## config.mk

```make
export PLATFORM = sky130hd
export DESIGN_NAME = mmio_io_ctrl
export DESIGN_NICKNAME = d
export VERILOG_FILES = /design/src/rtl/mmio_io_pkg.sv /design/src/rtl/mmio_io_ctrl_seg_scan.sv /design/src/rtl/mmio_io_ctrl.sv
export SDC_FILE = /design/constraint.sdc
export NUM_CORES = 1
export LEC_CHECK = 0
export ABC_AREA = 1
export ABC_CLOCK_PERIOD_IN_PS = 2000
export CAP_MARGIN = 5
export CORE_ASPECT_RATIO = 0.6
export CORE_MARGIN = 2
export CORE_UTILIZATION = 50
export CTS_CLUSTER_SIZE = 25
export DETAILED_ROUTE_END_ITERATION = 10
export GPL_TIMING_DRIVEN = 0
export PLACE_DENSITY = 0.76
export SLEW_MARGIN = 10
export SYNTH_ARGS = -nofsm -noshare
export SYNTH_HDL_FRONTEND = slang
export SYNTH_SLANG_ARGS = --single-unit
```

## constraint.sdc

```tcl
create_clock -name clock -period 2 [get_ports clock]
set_clock_uncertainty 0.1 [all_clocks]
set_input_delay 0.2 -clock clock [delete_from_list [all_inputs] [get_ports clock]]
set_output_delay 0.2 -clock clock [all_outputs]
set_load 0.02 [all_outputs]
```

## src/rtl/mmio_io_pkg.sv

```systemverilog
`default_nettype none
// ============================================================================
// Module   : mmio_io_pkg
// Purpose  : Register offsets and seven-segment decode shared by the MMIO
//            I/O controller and its scan driver.
// Revision : 1.0 - initial release
// ============================================================================
package mmio_io_pkg;

  localparam logic [7:0] OFF_SW       = 8'h00;
  localparam logic [7:0] OFF_LED      = 8'h04;
  localparam logic [7:0] OFF_SEG_DATA = 8'h08;
  localparam logic [7:0] OFF_SEG_CTRL = 8'h0C;
  localparam logic [7:0] OFF_SW_EDGE  = 8'h10;
  localparam logic [7:0] OFF_IRQ_MASK = 8'h14;

  // Active-high segments {g,f,e,d,c,b,a}
  function automatic logic [6:0] hex7(input logic [3:0] nib);
    logic [6:0] seg;
    case (nib)
      4'h0:    seg = 7'h3F;
      4'h1:    seg = 7'h06;
      4'h2:    seg = 7'h5B;
      4'h3:    seg = 7'h4F;
      4'h4:    seg = 7'h66;
      4'h5:    seg = 7'h6D;
      4'h6:    seg = 7'h7D;
      4'h7:    seg = 7'h07;
      4'h8:    seg = 7'h7F;
      4'h9:    seg = 7'h6F;
      4'hA:    seg = 7'h77;
      4'hB:    seg = 7'h7C;
      4'hC:    seg = 7'h39;
      4'hD:    seg = 7'h5E;
      4'hE:    seg = 7'h79;
      default: seg = 7'h71;
    endcase
    return seg;
  endfunction

endpackage
`default_nettype wire

```

## src/rtl/mmio_io_ctrl_seg_scan.sv

```systemverilog
`default_nettype none
// ============================================================================
// Module   : seg_scan
// Purpose  : Time-multiplexed N-digit seven-segment driver with registered,
//            active-low segment and digit-enable outputs.
// Revision : 1.0 - initial release
// ============================================================================
module seg_scan
  import mmio_io_pkg::*;
#(
  parameter int DIGITS   = 8,
  parameter int SCAN_DIV = 8192
) (
  input  logic                  clock,
  input  logic                  reset,
  input  logic [4*DIGITS-1:0]   seg_data,
  input  logic [DIGITS-1:0]     blank,
  input  logic [DIGITS-1:0]     dp,
  output logic [7:0]            segment_led,
  output logic [DIGITS-1:0]     seg_en
);

  localparam int IDX_W = (DIGITS > 1) ? $clog2(DIGITS) : 1;
  localparam int CNT_W = $clog2(SCAN_DIV);

  logic [CNT_W-1:0]  r_cnt;
  logic [IDX_W-1:0]  r_idx;
  logic [7:0]        r_seg_led;
  logic [DIGITS-1:0] r_seg_en;
  logic [3:0]        w_nib;
  logic              w_dp;
  logic              w_wrap;
  logic [DIGITS-1:0] w_en;

  assign w_wrap = (r_cnt == CNT_W'(SCAN_DIV - 1));

  // Nibble, dp and blank of the active digit are all picked in the same cycle.
  // A blanked digit leaves its enable high, so every enable stays high.
  always_comb begin
    w_nib = '0;
    w_dp  = 1'b0;
    w_en  = '1;
    for (int i = 0; i < DIGITS; i++) begin
      if (r_idx == IDX_W'(i)) begin
        w_nib   = seg_data[4*i +: 4];
        w_dp    = dp[i];
        w_en[i] = blank[i];
      end
    end
  end

  always_ff @(posedge clock) begin
    if (reset) begin
      r_cnt     <= '0;
      r_idx     <= '0;
      r_seg_led <= '1;
      r_seg_en  <= '1;
    end else begin
      r_cnt <= w_wrap ? '0 : r_cnt + CNT_W'(1);
      if (w_wrap) begin
        r_idx <= (r_idx == IDX_W'(DIGITS - 1)) ? '0 : r_idx + IDX_W'(1);
      end
      r_seg_led <= ~{w_dp, hex7(w_nib)};
      r_seg_en  <= w_en;
    end
  end

  assign segment_led = r_seg_led;
  assign seg_en      = r_seg_en;

endmodule
`default_nettype wire

```

## src/rtl/mmio_io_ctrl.sv

```systemverilog
`default_nettype none
// ============================================================================
// Module   : mmio_io_ctrl
// Purpose  : Memory-mapped switch/LED/seven-segment peripheral for the MIPS
//            data bus. Optional IRQ_MASK register and irq output: IO_IRQ_EN.
// Revision : 1.0 - initial release
// ============================================================================
module mmio_io_ctrl
  import mmio_io_pkg::*;
#(
  parameter int SW_W     = 24,
  parameter int LED_W    = 24,
  parameter int DIGITS   = 8,
  parameter int SCAN_DIV = 8192,
  parameter int DEB_DIV  = 65536
) (
  input  logic              clock,
  input  logic              reset,
  input  logic              io_sel,
  input  logic [7:0]        addr,
  input  logic              wen,
  input  logic              ren,
  input  logic [31:0]       wdata,
  output logic [31:0]       rdata,
  input  logic [SW_W-1:0]   switch_i,
  output logic [LED_W-1:0]  led_o,
  output logic [7:0]        segment_led,
  output logic [DIGITS-1:0] seg_en,
  output logic              irq
);

  localparam int DEB_W = $clog2(DEB_DIV);

  logic [7:0]        w_off;
  logic              w_wr;
  logic              w_rd;
  logic              w_deb_tick;
  logic [SW_W-1:0]   r_sync1, r_sync2, r_deb_prev, r_sw_deb, r_sw_edge;
  logic [SW_W-1:0]   w_agree, w_deb_next, w_edge_clr;
  logic [DEB_W-1:0]  r_deb_cnt;
  logic [LED_W-1:0]  r_led;
  logic [31:0]       r_seg_data, r_rdata, w_rd_val, w_seg_ctrl;
  logic [DIGITS-1:0] r_blank, r_dp;

  assign w_off      = addr & 8'hFC;
  assign w_wr       = io_sel & wen;
  assign w_rd       = io_sel & ren;
  assign w_deb_tick = (r_deb_cnt == DEB_W'(DEB_DIV - 1));

  // A bit follows the synchronised input only when two consecutive ticks agree.
  assign w_agree    = ~(r_sync2 ^ r_deb_prev);
  assign w_deb_next = w_deb_tick ? ((r_sw_deb & ~w_agree) | (r_sync2 & w_agree))
                                 : r_sw_deb;
  assign w_edge_clr = (w_wr && (w_off == OFF_SW_EDGE)) ? wdata[SW_W-1:0] : '0;

  always_comb begin
    w_seg_ctrl               = '0;
    w_seg_ctrl[DIGITS-1:0]   = r_blank;
    w_seg_ctrl[8 +: DIGITS]  = r_dp;
  end

`ifdef IO_IRQ_EN
  logic [SW_W-1:0] r_irq_mask;
  logic            r_irq;

  always_ff @(posedge clock) begin
    if (reset) begin
      r_irq_mask <= '0;
      r_irq      <= 1'b0;
    end else begin
      if (w_wr && (w_off == OFF_IRQ_MASK)) r_irq_mask <= wdata[SW_W-1:0];
      r_irq <= |(r_sw_edge & r_irq_mask);
    end
  end

  assign irq = r_irq;
`else
  assign irq = 1'b0;
`endif

  // Built from current state, so a same-cycle write returns the old value.
  always_comb begin
    w_rd_val = '0;
    case (w_off)
      OFF_SW:       w_rd_val = 32'(r_sw_deb);
      OFF_LED:      w_rd_val = 32'(r_led);
      OFF_SEG_DATA: w_rd_val = r_seg_data;
      OFF_SEG_CTRL: w_rd_val = w_seg_ctrl;
      OFF_SW_EDGE:  w_rd_val = 32'(r_sw_edge);
`ifdef IO_IRQ_EN
      OFF_IRQ_MASK: w_rd_val = 32'(r_irq_mask);
`else
      OFF_IRQ_MASK: w_rd_val = '0;
`endif
      default:      w_rd_val = '0;
    endcase
  end

  always_ff @(posedge clock) begin
    if (reset) begin
      r_sync1    <= '0;
      r_sync2    <= '0;
      r_deb_cnt  <= '0;
      r_deb_prev <= '0;
      r_sw_deb   <= '0;
      r_sw_edge  <= '0;
      r_led      <= '0;
      r_seg_data <= '0;
      r_blank    <= '0;
      r_dp       <= '0;
      r_rdata    <= '0;
    end else begin
      r_sync1   <= switch_i;
      r_sync2   <= r_sync1;
      r_deb_cnt <= w_deb_tick ? '0 : r_deb_cnt + DEB_W'(1);
      if (w_deb_tick) r_deb_prev <= r_sync2;
      r_sw_deb  <= w_deb_next;
      // Set term is OR'd after the clear so a coincident rise survives.
      r_sw_edge <= (r_sw_edge & ~w_edge_clr) | (w_deb_next & ~r_sw_deb);
      if (w_wr) begin
        case (w_off)
          OFF_LED:      r_led      <= wdata[LED_W-1:0];
          OFF_SEG_DATA: r_seg_data <= wdata;
          OFF_SEG_CTRL: begin
            r_blank <= wdata[DIGITS-1:0];
            r_dp    <= wdata[8 +: DIGITS];
          end
          default: ;
        endcase
      end
      if (w_rd) r_rdata <= w_rd_val;
    end
  end

  seg_scan #(
    .DIGITS   (DIGITS),
    .SCAN_DIV (SCAN_DIV)
  ) u_seg_scan (
    .clock       (clock),
    .reset       (reset),
    .seg_data    (r_seg_data[4*DIGITS-1:0]),
    .blank       (r_blank),
    .dp          (r_dp),
    .segment_led (segment_led),
    .seg_en      (seg_en)
  );

  assign rdata = r_rdata;
  assign led_o = r_led;

endmodule
`default_nettype wire
```

==> impl_metrics.yaml, run 1 <==
status:
  status: "finished, violations left"
  violations: "setup timing"
placement:
  gp_congestion: 0.993
  preCtsSetupSlack_ns: -0.592
  port_buffers: 137
  placed_area_mm2: 0.0128
  post-dp-hpwl_um: 26000
floorplan:
  die_area_mm2: 0.0233
  fp.dieH_um: 119
  dieWidth_um: 196
  rows: 42
  io-pin-count: 142
  initial_core_util_pct: 50.5
  coreArea_mm2: 0.0219
sta:
  worst_slew_margin_rel_pct: 49.5
  hold_viol: 0
  period_minus_slack_ns: 2.27
  tightest_slew_ns: 0.757
  rsz0062_at_grt: "yes"
  timing.final.crit_share_pct: 113
  slew_violations: 0
  setup_violations: 7
  fmax_mhz: 441
  layout_setup_ws_ns: -0.267
worst_hold_path:
  hold_path_class: "primary input to register"
  min_from: "switch_i[1]"
  min_to: "r_sync1[1]"
  hold_depth: 3
synthesis:
  netlist_instances: 1445
  yosys_warnings: 0
  synthTopCellsByArea: "dfxtp_1 49%, nand2_1 9.0%, a21oi_1 7.5%"
  syn_avg_cell_area_um2: 7.64
  yosysUniqueCellTypes: 43
  syn-num-nets: 1528
  syn_area_mm2: 0.0110
  seq_area_frac_synth_pct: 49.4
  synth_top_area_share_pct: 49.4
  synth_seq_cells: 272
  yosysTopAreaCell: "dfxtp_1"
worst_setup_path:
  max_stage_delay_ns: 0.42
  crit_chain: "ha_4, ha_1, clkbuf_8, inv_1, or2_2, nand2_4, inv_4, ha_4, inv_2, nand3_1, nand3_1, nand3_1"
  worst-path-buf-inv: 4
  crit_required_ns: 2.30
  cp-end-kind: "register"
  slowest_stage: "dfxtp_4"
  reg2regPathDepth: 12
  cpMostUsedCell: "nand3_1"
  startpoint_type: "register"
  r2r_end: "u_seg_scan.segment_led[0]"
  reg2reg_from: "u_seg_scan.r_idx[0]"
  critPathMaxFanout: 8
  worstPathArrival_ns: 2.57
  setup.worst_path.class: "register to register"
  reg2reg_slack_ns: -0.27
  cpLargestDelayFamily: "simple AND/OR/NAND/NOR gates"
routing:
  antenna_left: 0
  vias: 10800
  viasPerCell: 5.56
  avgRoutedWirePerCell_um: 18.3
  drc: 0
  drt_wl_total_um: 35700
  drtIter0Drc: 1266
  first_pass_iters: 5
power_and_ir_drop:
  p_comb_share_pct: 5.8
  power_mw: 11.4
  swShare_pct: 22.2
  p_leak_nw: 5.67
  power_frac_seq_pct: 48.7
  internal_power_mw: 8.90
  p_per_area_mw_per_mm2: 792
  ir_drop_mv: 0.542
  power_switching_mw: 2.54
  p_clk_share_pct: 45.6
final_layout:
  layout.nets: 1728
  num_antenna_cells: 0
  syn_to_final_growth_pct: 30.9
  drive_gt1_share_pct: 13.0
  regArea_mm2: 0.00546
  design_area_mm2: 0.0144
  multi_input_area_mm2: 0.00502
  nFillCells: 1851
clock_tree:
  clkLatencyLatePin_ns: 0.53
  h-tree-depth: 1
  postCtsHoldBufs: 0
  cts_root_buffer: "clkbuf_16"
  clock_path_buffers: 3
  cts_made_buffers: 25
  cts_sinks: 272
  tritoncts: "done"
  clkTransAtPathRegs_ns: 0.07
global_routing:
  grt_start_max_net_pins: 16
  grtUsageTotal_pct: 30.1
  grt_pass1_vias: 10300
  grt_pass1_wl_um: 54900
  overflow: 0
  grt_antenna_before_repair: 0
flow_run:
  maxCapViolations: 0
-- synth_stat cells, drive strengths merged --
cell type / n
and3: 2
inv: 168
o22ai: 1
a31oi: 1
o21a: 1
ha: 14
buf: 28
nor3: 10
a41oi: 9
a22oi: 18
nand3: 82
xnor2: 3
a21oi: 166
or4: 1
dfxtp: 272
nand3b: 13
conb: 1
o21ai: 153
nor2: 144
nand4: 7
xor2: 5
clkbuf: 46
or2: 3
a21boi: 1
nor3b: 3
o2111ai: 6
a221oi: 6
maj3: 13
nand2: 268
-- worst max path at each step --
stage,cells after the start,start,endpoint
2_1_floorplan,19,u_seg_scan.r_idx[1],u_seg_scan.segment_led[3]
3_3_place_gp,7,io_sel,rdata[23]
3_5_place_dp,7,io_sel,rdata[23]
4_1_cts,19,u_seg_scan.r_idx[1],u_seg_scan.segment_led[3]
5_1_grt,15,u_seg_scan.r_idx[0],u_seg_scan.segment_led[1]
6_report,12,u_seg_scan.r_idx[0],u_seg_scan.segment_led[0]
-- cell usage in the layout, fill, tap and decap left out, types with 4 or more instances in the layout --
| cell type | n |
|---|---|
| dfxtp_1 | 265 |
| maj3_1 | 13 |
| nor2_1 | 127 |
| inv_1 | 149 |
| nor2_4 | 10 |
| inv_2 | 13 |
| a41oi_1 | 9 |
| nand3b_1 | 13 |
| bufinv_16 | 5 |
| ha_4 | 10 |
| nand2_4 | 11 |
| ha_1 | 4 |
| clkbuf_16 | 25 |
| clkbuf_1 | 41 |
| nand3_2 | 8 |
| clkbuf_2 | 6 |
| a21oi_1 | 161 |
| nand2_1 | 239 |
| buf_2 | 12 |
| nand2_2 | 18 |
| o2111ai_1 | 6 |
| clkdlybuf4s50_1 | 137 |
| clkinv_2 | 7 |
| buf_4 | 34 |
| nand4_1 | 7 |
| clkbuf_8 | 6 |
| a221oi_1 | 5 |
| o21ai_0 | 149 |
| nand3_1 | 72 |
| nor3_1 | 7 |
| inv_4 | 5 |
| buf_6 | 13 |
| dfxtp_2 | 4 |
| nor2_2 | 7 |
| a22oi_1 | 18 |
| xor2_1 | 5 |
-- kinds of logic (layout without fill, tap and decap cells) --
group | count (synthesis) | after routing | share of synthesized area (%)
simple gates | 533 | 533 | 20.7
compound gates | 362 | 362 | 17.7
flops | 272 | 272 | 49.4
buf+inv | 242 | 460 | 8.85
fa+ha+maj | 27 | 27 | 2.77
xor+xnor | 8 | 8 | 0.635
other cells | 1 | 1 | 0.0340
-- power groups by stage --
stage / sequential (mW) / combinational, mW / clock, mW
finish: 5.57 / 0.661 / 5.21
global route: 5.57 / 0.707 / 5.51
detailed placement: 5.69 / 0.628 / 0
global placement: 5.69 / 0.618 / 0
CTS: 5.56 / 0.638 / 5.25
floorplan: 5.72 / 0.235 / 0
-- worst min-delay path, stage by stage --
cell and delay [ns]:
clkdlybuf4s50_1 0.39, inv_1 0.05, nor2_1 0.03
-- metal layers --
layer / up-vias / part of all wire (%) / GRT usage, %
met1: 5083 / 45 / 44.4
li1: 5129 / - / -
met4: 2 / 2.2 / 7.67
met2: 555 / 41 / 43.7
met3: 73 / 11 / 7.22
met5: - / 0.21 / 2.61
-- metrics by stage --
stage                     utilization (%)  std cells  hold slack (ns)  TNS, ns
after global routing                 66.1       1949           0.0761    -4.15
after floorplan                         -       1445            0.207  -0.0138
after global placement               58.6       1868            0.293   -42.81
after detailed placement             58.6       1868            0.292   -49.96
final                                66.1       1949           0.0860    -1.64
after CTS                            64.8       1940           0.0784    -1.02
-- area by class of cell --
type / instances / share of cell area [%]
well taps: 286 / 2.48
clock inverters: 13 / 1.33
flip-flops and latches: 272 / 37.8
clock buffers: 32 / 4.86
repair buffers: 174 / 11.6
inverters: 168 / 4.49
plain buffers: 73 / 2.67
multi-input cells: 931 / 34.8
-- registers in the layout, indices dropped and copies added (netlist names) --
name	cells
u_seg_scan.r_cnt	13
rdata	32
u_seg_scan.segment_led	8
led_o	24
r_dp	8
r_seg_data	32
r_blank	8
r_sw_edge	24
r_sw_deb	24
r_sync2	24
u_seg_scan.seg_en	8
u_seg_scan.r_idx	3
r_deb_prev	24
r_sync1	24
r_deb_cnt	16
-- timing repair --
action,4_1_cts,5_1_grt
gates cloned,1,0
buffers inserted,26,10
pin swaps,21,35
resized for setup,71,68
endpoints found under the setup margin,81,119
(Power assumes the default switching activity.)
==> run 2: changes to the inputs <==
--- a/config.mk
+++ b/config.mk
@@ -8,12 +8,12 @@
 export ABC_AREA = 1
 export ABC_CLOCK_PERIOD_IN_PS = 2000
 export CAP_MARGIN = 5
-export CORE_ASPECT_RATIO = 0.6
 export CORE_MARGIN = 2
 export CORE_UTILIZATION = 50
 export CTS_CLUSTER_SIZE = 25
 export DETAILED_ROUTE_END_ITERATION = 10
 export GPL_TIMING_DRIVEN = 0
+export HOLD_SLACK_MARGIN = 0.1
 export PLACE_DENSITY = 0.76
 export SLEW_MARGIN = 10
 export SYNTH_ARGS = -nofsm -noshare
==> run 2 against run 1 <==
- the flow still finishes with violations (setup timing)
- clock-buffer cell count unchanged
- sequential share of layout area decreased by 0.57 points
- die area decreased by 0.17%
- maximum frequency increased by 2.0%
- sequential power about the same
- non-clock buffer count increased by 13
- cell count increased by 0.72%
- first-iteration DRC count decreased by 19%
- worst setup slack improved by 0.044 ns
- final area increased by 1.5%
- critical path type unchanged
- largest cell class unchanged
==> impl_metrics.yaml, run 2 (synthesis gave the netlist of run 1 again) <==
floorplan:
  dieWidth_um: 153
  initial_core_util_pct: 50.7
  io-pin-count: 142
  die_area_mm2: 0.0233
  fp.dieH_um: 153
  rows: 54
  coreArea_mm2: 0.0218
sta:
  hold_ws_ns: 0.152
  tightest_slew_ns: 0.768
  worst_slew_margin_rel_pct: 48.8
  rsz0062_at_grt: "yes"
  final.setup.tns_ns: -1.28
  slew_violations: 0
  period_minus_slack_ns: 2.22
  fmax_mhz: 450
  timing.final.crit_share_pct: 111
  layout_setup_ws_ns: -0.223
  setup_violations: 7
  hold_viol: 0
placement:
  dpl.cell_count: 1862
  port_buffers: 137
  gp_congestion: 0.910
  preCtsSetupSlack_ns: -0.495
  post-dp-hpwl_um: 23700
final_layout:
  syn_to_final_growth_pct: 32.9
  num_antenna_cells: 0
  drive_gt1_share_pct: 11.9
  layout_common_cells: "265 x dfxtp_1, 250 x nand2_1, 160 x a21oi_1"
  finalNonFillerCells: 1963
  layout_commonest_cell: "dfxtp_1"
  layout.nets: 1744
routing:
  viasPerCell: 5.36
  drt_wl_total_um: 32900
  drc: 0
  drtIter0Drc: 1022
  avgRoutedWirePerCell_um: 16.8
  vias: 10500
  first_pass_iters: 5
  antenna_left: 0
clock_tree:
  clkTransAtPathRegs_ns: 0.07
  tritoncts: "done"
  cts_root_buffer: "clkbuf_16"
  h-tree-depth: 1
  clock_path_buffers: 3
  clkLatencyLatePin_ns: 0.55
  cts_sinks: 272
  cts_made_buffers: 28
status:
  violations: "setup timing"
  status: "finished, violations left"
power_and_ir_drop:
  ir_drop_mv: 0.610
  p_leak_nw: 5.72
  p_per_area_mw_per_mm2: 826
worst_setup_path:
  max_stage_delay_ns: 0.38
  critPathMaxFanout: 6
  crit_chain: "inv_6, ha_4, inv_2, nor2_4, nand2_2, nand3_2, nand2_2, nand2_2, nand2_1, nand2_1, nand2_1, nand2_2, nand2_4, ha_4, inv_2, nand2_1, nand2_1, nand2_1, nand3_1"
  reg2regPathDepth: 19
  worstPathArrival_ns: 2.53
  r2r_end: "u_seg_scan.segment_led[3]"
  startpoint: "u_seg_scan.r_idx[0]"
  cp-end-kind: "register"
  cpMostUsedCell: "nand2_1"
  cpLargestDelayFamily: "simple AND/OR/NAND/NOR gates"
  slowest_stage: "dfxtp_4"
  worst-path-buf-inv: 3
  reg2reg_from: "u_seg_scan.r_idx[0]"
  startpoint_type: "register"
  reg2reg_slack_ns: -0.22
  crit_required_ns: 2.31
  setup.worst_path.class: "register to register"
global_routing:
  grt_pass1_vias: 9813
  overflow: 0
  grt_start_max_net_pins: 16
  grt_antenna_before_repair: 0
  grt_pass1_wl_um: 51300
  grtUsageTotal_pct: 27.2
worst_hold_path:
  hold_depth: 3
  min_from: "wdata[28]"
  hold_path_class: "primary input to register"
  min_to: "r_seg_data[28]"
flow_run:
  maxCapViolations: 0
-- run 2: cell type report --
| type | count | area (um2) |
|---|---|---|
| Timing Repair Buffer | 187 | 1810 |
| Buffer | 73 | 384 |
| Clock inverter | 20 | 295 |
| Sequential cell | 272 | 5460 |
| Inverter | 168 | 643 |
| Clock buffer | 32 | 757 |
| Fill cell | 1835 | 7100 |
| Multi-Input combinational cell | 931 | 4960 |
| Tap cell | 280 | 350 |
-- run 2: per-stage QoR --
| step | area, um2 | util (%) | power [mW] |
|---|---|---|---|
| finish | 14700 | 67.4 | 12.1 |
| global placement | 12800 | 58.9 | 6.29 |
| floorplan | 11100 | - | 5.95 |
| CTS | 14400 | 66.0 | 12.1 |
| detailed placement | 12800 | 58.9 | 6.30 |
| global route | 14700 | 67.4 | 12.4 |
-- run 2: timing repair --
item	in CTS	in global routing
resized for setup	47	65
setup buffers	11	13
hold buffers	24	0
hold endpoints to repair	24	0
pin swaps	16	29
setup endpoints to repair	68	112
gates cloned	2	0
-- run 2: tightest hold or removal path, delay by kind of cell --
family | cells | cell delay (ns)
simple gates | 2 | 0.15
buf+inv | 1 | 0.40
-- run 2: where the power goes --
part / internal (mW) / switching (mW)
Sequential: 5.51 / 0.0564
Clock: 3.63 / 2.24
Combinational: 0.300 / 0.374
-- run 2: worst max-delay path by stage --
| stage | end | cells after the start | slack, ns |
|---|---|---|---|
| 2_1_floorplan | u_seg_scan.segment_led[3] | 19 | -0.01 |
| 3_3_place_gp | rdata[23] | 7 | -0.52 |
| 3_5_place_dp | rdata[23] | 7 | -0.50 |
| 4_1_cts | u_seg_scan.segment_led[3] | 19 | -0.21 |
| 5_1_grt | u_seg_scan.segment_led[3] | 19 | -0.38 |
| 6_report | u_seg_scan.segment_led[3] | 19 | -0.22 |
-- run 2: routing by layer --
metal	share of wire (%)	vias up	global-route usage [%]
met5	0	-	0
met4	3.6	0	9.92
met3	7.3	82	3.98
met2	48	461	46.4
met1	41	4814	35.1
li1	-	5163	-
==> run 3: changes to the inputs <==
--- a/config.mk
+++ b/config.mk
@@ -6,7 +6,7 @@
 export NUM_CORES = 1
 export LEC_CHECK = 0
 export ABC_AREA = 1
-export ABC_CLOCK_PERIOD_IN_PS = 2000
+export ABC_CLOCK_PERIOD_IN_PS = 1900
 export CAP_MARGIN = 5
 export CORE_MARGIN = 2
 export CORE_UTILIZATION = 50
==> constraint.sdc (replaced) <==
create_clock -name clock -period 1.9 [get_ports clock]
set_clock_uncertainty 0.1 [all_clocks]
set_input_delay 0.19 -clock clock [delete_from_list [all_inputs] [get_ports clock]]
set_output_delay 0.19 -clock clock [all_outputs]
set_load 0.02 [all_outputs]
==> run 3 against run 2 <==
- the run ends with DRC, setup timing left
- core utilization is 2.2 points higher
- sequential share of layout area is 1.2 points lower
- sequential power is 5.4% higher
- worst hold slack worse by 0.014 ns
- largest cell class unchanged
- clock power is 2% lower
- power is 2.0% higher
- first-iteration DRC count is 0.68% lower
- highest routed layer unchanged
- global-route usage is 0.59 points higher
- die area stayed put
- non-clock buffer count is 16 higher
- combinational power is 9.3% higher
==> impl_metrics.yaml, run 3 (synthesis gave the netlist of run 1 again) <==
worst_setup_path:
  cp-end-kind: "register"
  setup.worst_path.class: "register to register"
  cpLargestDelayFamily: "simple AND/OR/NAND/NOR gates"
  max_stage_delay_ns: 0.37
  worst-path-buf-inv: 3
  crit_required_ns: 2.20
  critPathMaxFanout: 5
  startpoint_type: "register"
  cpMostUsedCell: "nand2_1"
  slowest_stage: "dfxtp_4"
  crit_chain: "inv_4, ha_4, inv_2, nor2_4, nand2_2, nand3_2, nand2_1, nand2_1, nand2_1, nand2_1, nand2_1, nand2_2, nand2_4, buf_6, ha_2, nand3_1, nand2_1, nand2_1, nand3_1"
  worstPathArrival_ns: 2.51
clock_tree:
  clock_path_buffers: 3
  tritoncts: "done"
  clkTransAtPathRegs_ns: 0.07
  cts_made_buffers: 27
  h-tree-depth: 1
  clkLatencyLatePin_ns: 0.54
  cts_sinks: 272
  cts_root_buffer: "clkbuf_16"
power_and_ir_drop:
  power_frac_seq_pct: 47.5
  power_mw: 12.4
  p_clk_share_pct: 46.6
  p_comb_share_pct: 6.0
  swShare_pct: 22.0
  p_leak_nw: 5.94
  ir_drop_mv: 0.551
  power_switching_mw: 2.72
  p_per_area_mw_per_mm2: 816
  internal_power_mw: 9.64
sta:
  worst_slew_margin_rel_pct: 41.5
  period_minus_slack_ns: 2.22
  layout_setup_ws_ns: -0.316
  rsz0062_at_grt: "yes"
  fmax_mhz: 451
  slew_violations: 0
  timing.final.crit_share_pct: 117
  hold_ws_ns: 0.138
  setup_violations: 13
  tightest_slew_ns: 0.878
  hold_viol: 0
final_layout:
  layout_commonest_cell: "dfxtp_1"
  finalNonFillerCells: 1975
  syn_to_final_growth_pct: 37.2
  layout_common_cells: "263 x dfxtp_1, 236 x nand2_1, 150 x inv_1"
  num_antenna_cells: 0
  design_area_mm2: 0.0151
  drive_gt1_share_pct: 16.3
  nFillCells: 1711
  layout.nets: 1759
global_routing:
  grt_antenna_before_repair: 0
  grtUsageTotal_pct: 27.7
  overflow: 0
  grt_pass1_vias: 10000
  grt_pass1_wl_um: 52400
  grt_start_max_net_pins: 15
floorplan:
  rows: 54
  die_area_mm2: 0.0233
  io-pin-count: 142
  fp.dieH_um: 153
  initial_core_util_pct: 50.7
  coreArea_mm2: 0.0218
  dieWidth_um: 153
status:
  status: "finished, violations left"
  violations: "DRC, setup timing"
placement:
  port_buffers: 137
  gp_congestion: 0.943
  dpl.cell_count: 1862
  post-dp-hpwl_um: 23800
  placed_area_mm2: 0.0129
routing:
  drc: 1
  vias: 10900
  antenna_left: 0
  drtIter0Drc: 1015
  viasPerCell: 5.52
  first_pass_iters: 11
  avgRoutedWirePerCell_um: 17.6
  drt_wl_total_um: 34800
flow_run:
  maxCapViolations: 0
worst_hold_path:
  hold_path_class: "primary input to register"
[run 3: cell types whose count changed in the layout (fill, tap and decap cells not counted), sizes merged]
cell and delta:
inv -1, clkinv -2, bufinv -4, clkbuf +15, clkinvlp -5, dlymetal6s2s +5, clkdlybuf4s50 -5, buf +9
[run 3: area by class of cell]
class	instances	area, um2	area share (%)
well taps	280	350	2.31
inverters	168	656	4.33
clock buffers	40	856	5.65
plain buffers	73	415	2.74
flip-flops and latches	272	5460	36.1
multi-input cells	931	5300	35.0
clock inverters	8	119	0.785
repair buffers	203	1990	13.1
[run 3: power by group through the flow]
stage | registers, mW | clock network, mW | logic [mW]
CTS | 5.86 | 5.77 | 0.712
global placement | 5.98 | 0 | 0.641
floorplan | 6.01 | 0 | 0.247
detailed placement | 5.98 | 0 | 0.648
finish | 5.87 | 5.75 | 0.737
global route | 5.87 | 6.02 | 0.790
[run 3: tightest hold or removal path, stage by stage]
cell and delay (ns):
clkdlybuf4s50_1 0.40, nor2_1 0.10, nor2_1 0.05
[run 3: through the flow]
| step | setup TNS, ns | worst slack [ns] | util [%] |
|---|---|---|---|
| after floorplan | -0.327 | -0.0860 | - |
| after global placement | -55.85 | -0.523 | 59.3 |
| after detailed placement | -62.76 | -0.545 | 59.3 |
| after CTS | -1.30 | -0.219 | 66.5 |
| after global routing | -4.85 | -0.420 | 69.6 |
| final | -1.89 | -0.316 | 69.6 |
[run 3: metal layers]
metal	vias to the layer above	global-route usage (%)	share of wire, %
li1	5198	-	-
met3	90	5.46	9.1
met1	5061	35.9	40
met4	0	9.13	3.4
met2	547	46.8	47
met5	-	0	0
[run 3: what timing repair did]
action / 4_1_cts / 5_1_grt
buffers inserted: 21 / 17
gates resized for setup: 61 / 150
endpoints found under the hold margin: 24 / 0
endpoints found under the setup margin: 105 / 142
cloned: 3 / 1
pin swaps: 23 / 63
hold buffers: 24 / 0
[run 3: final timing paths]
check                           start                         to  slack (ns)  depth (start not counted)
setup / recovery  u_seg_scan.r_idx[0]  u_seg_scan.segment_led[3]       -0.32                         19
hold / removal              wdata[30]             r_seg_data[30]        0.14                          3
setup reg to reg  u_seg_scan.r_idx[0]  u_seg_scan.segment_led[3]       -0.32                         19
hold reg to reg           r_sync1[14]                r_sync2[14]        0.30                          2
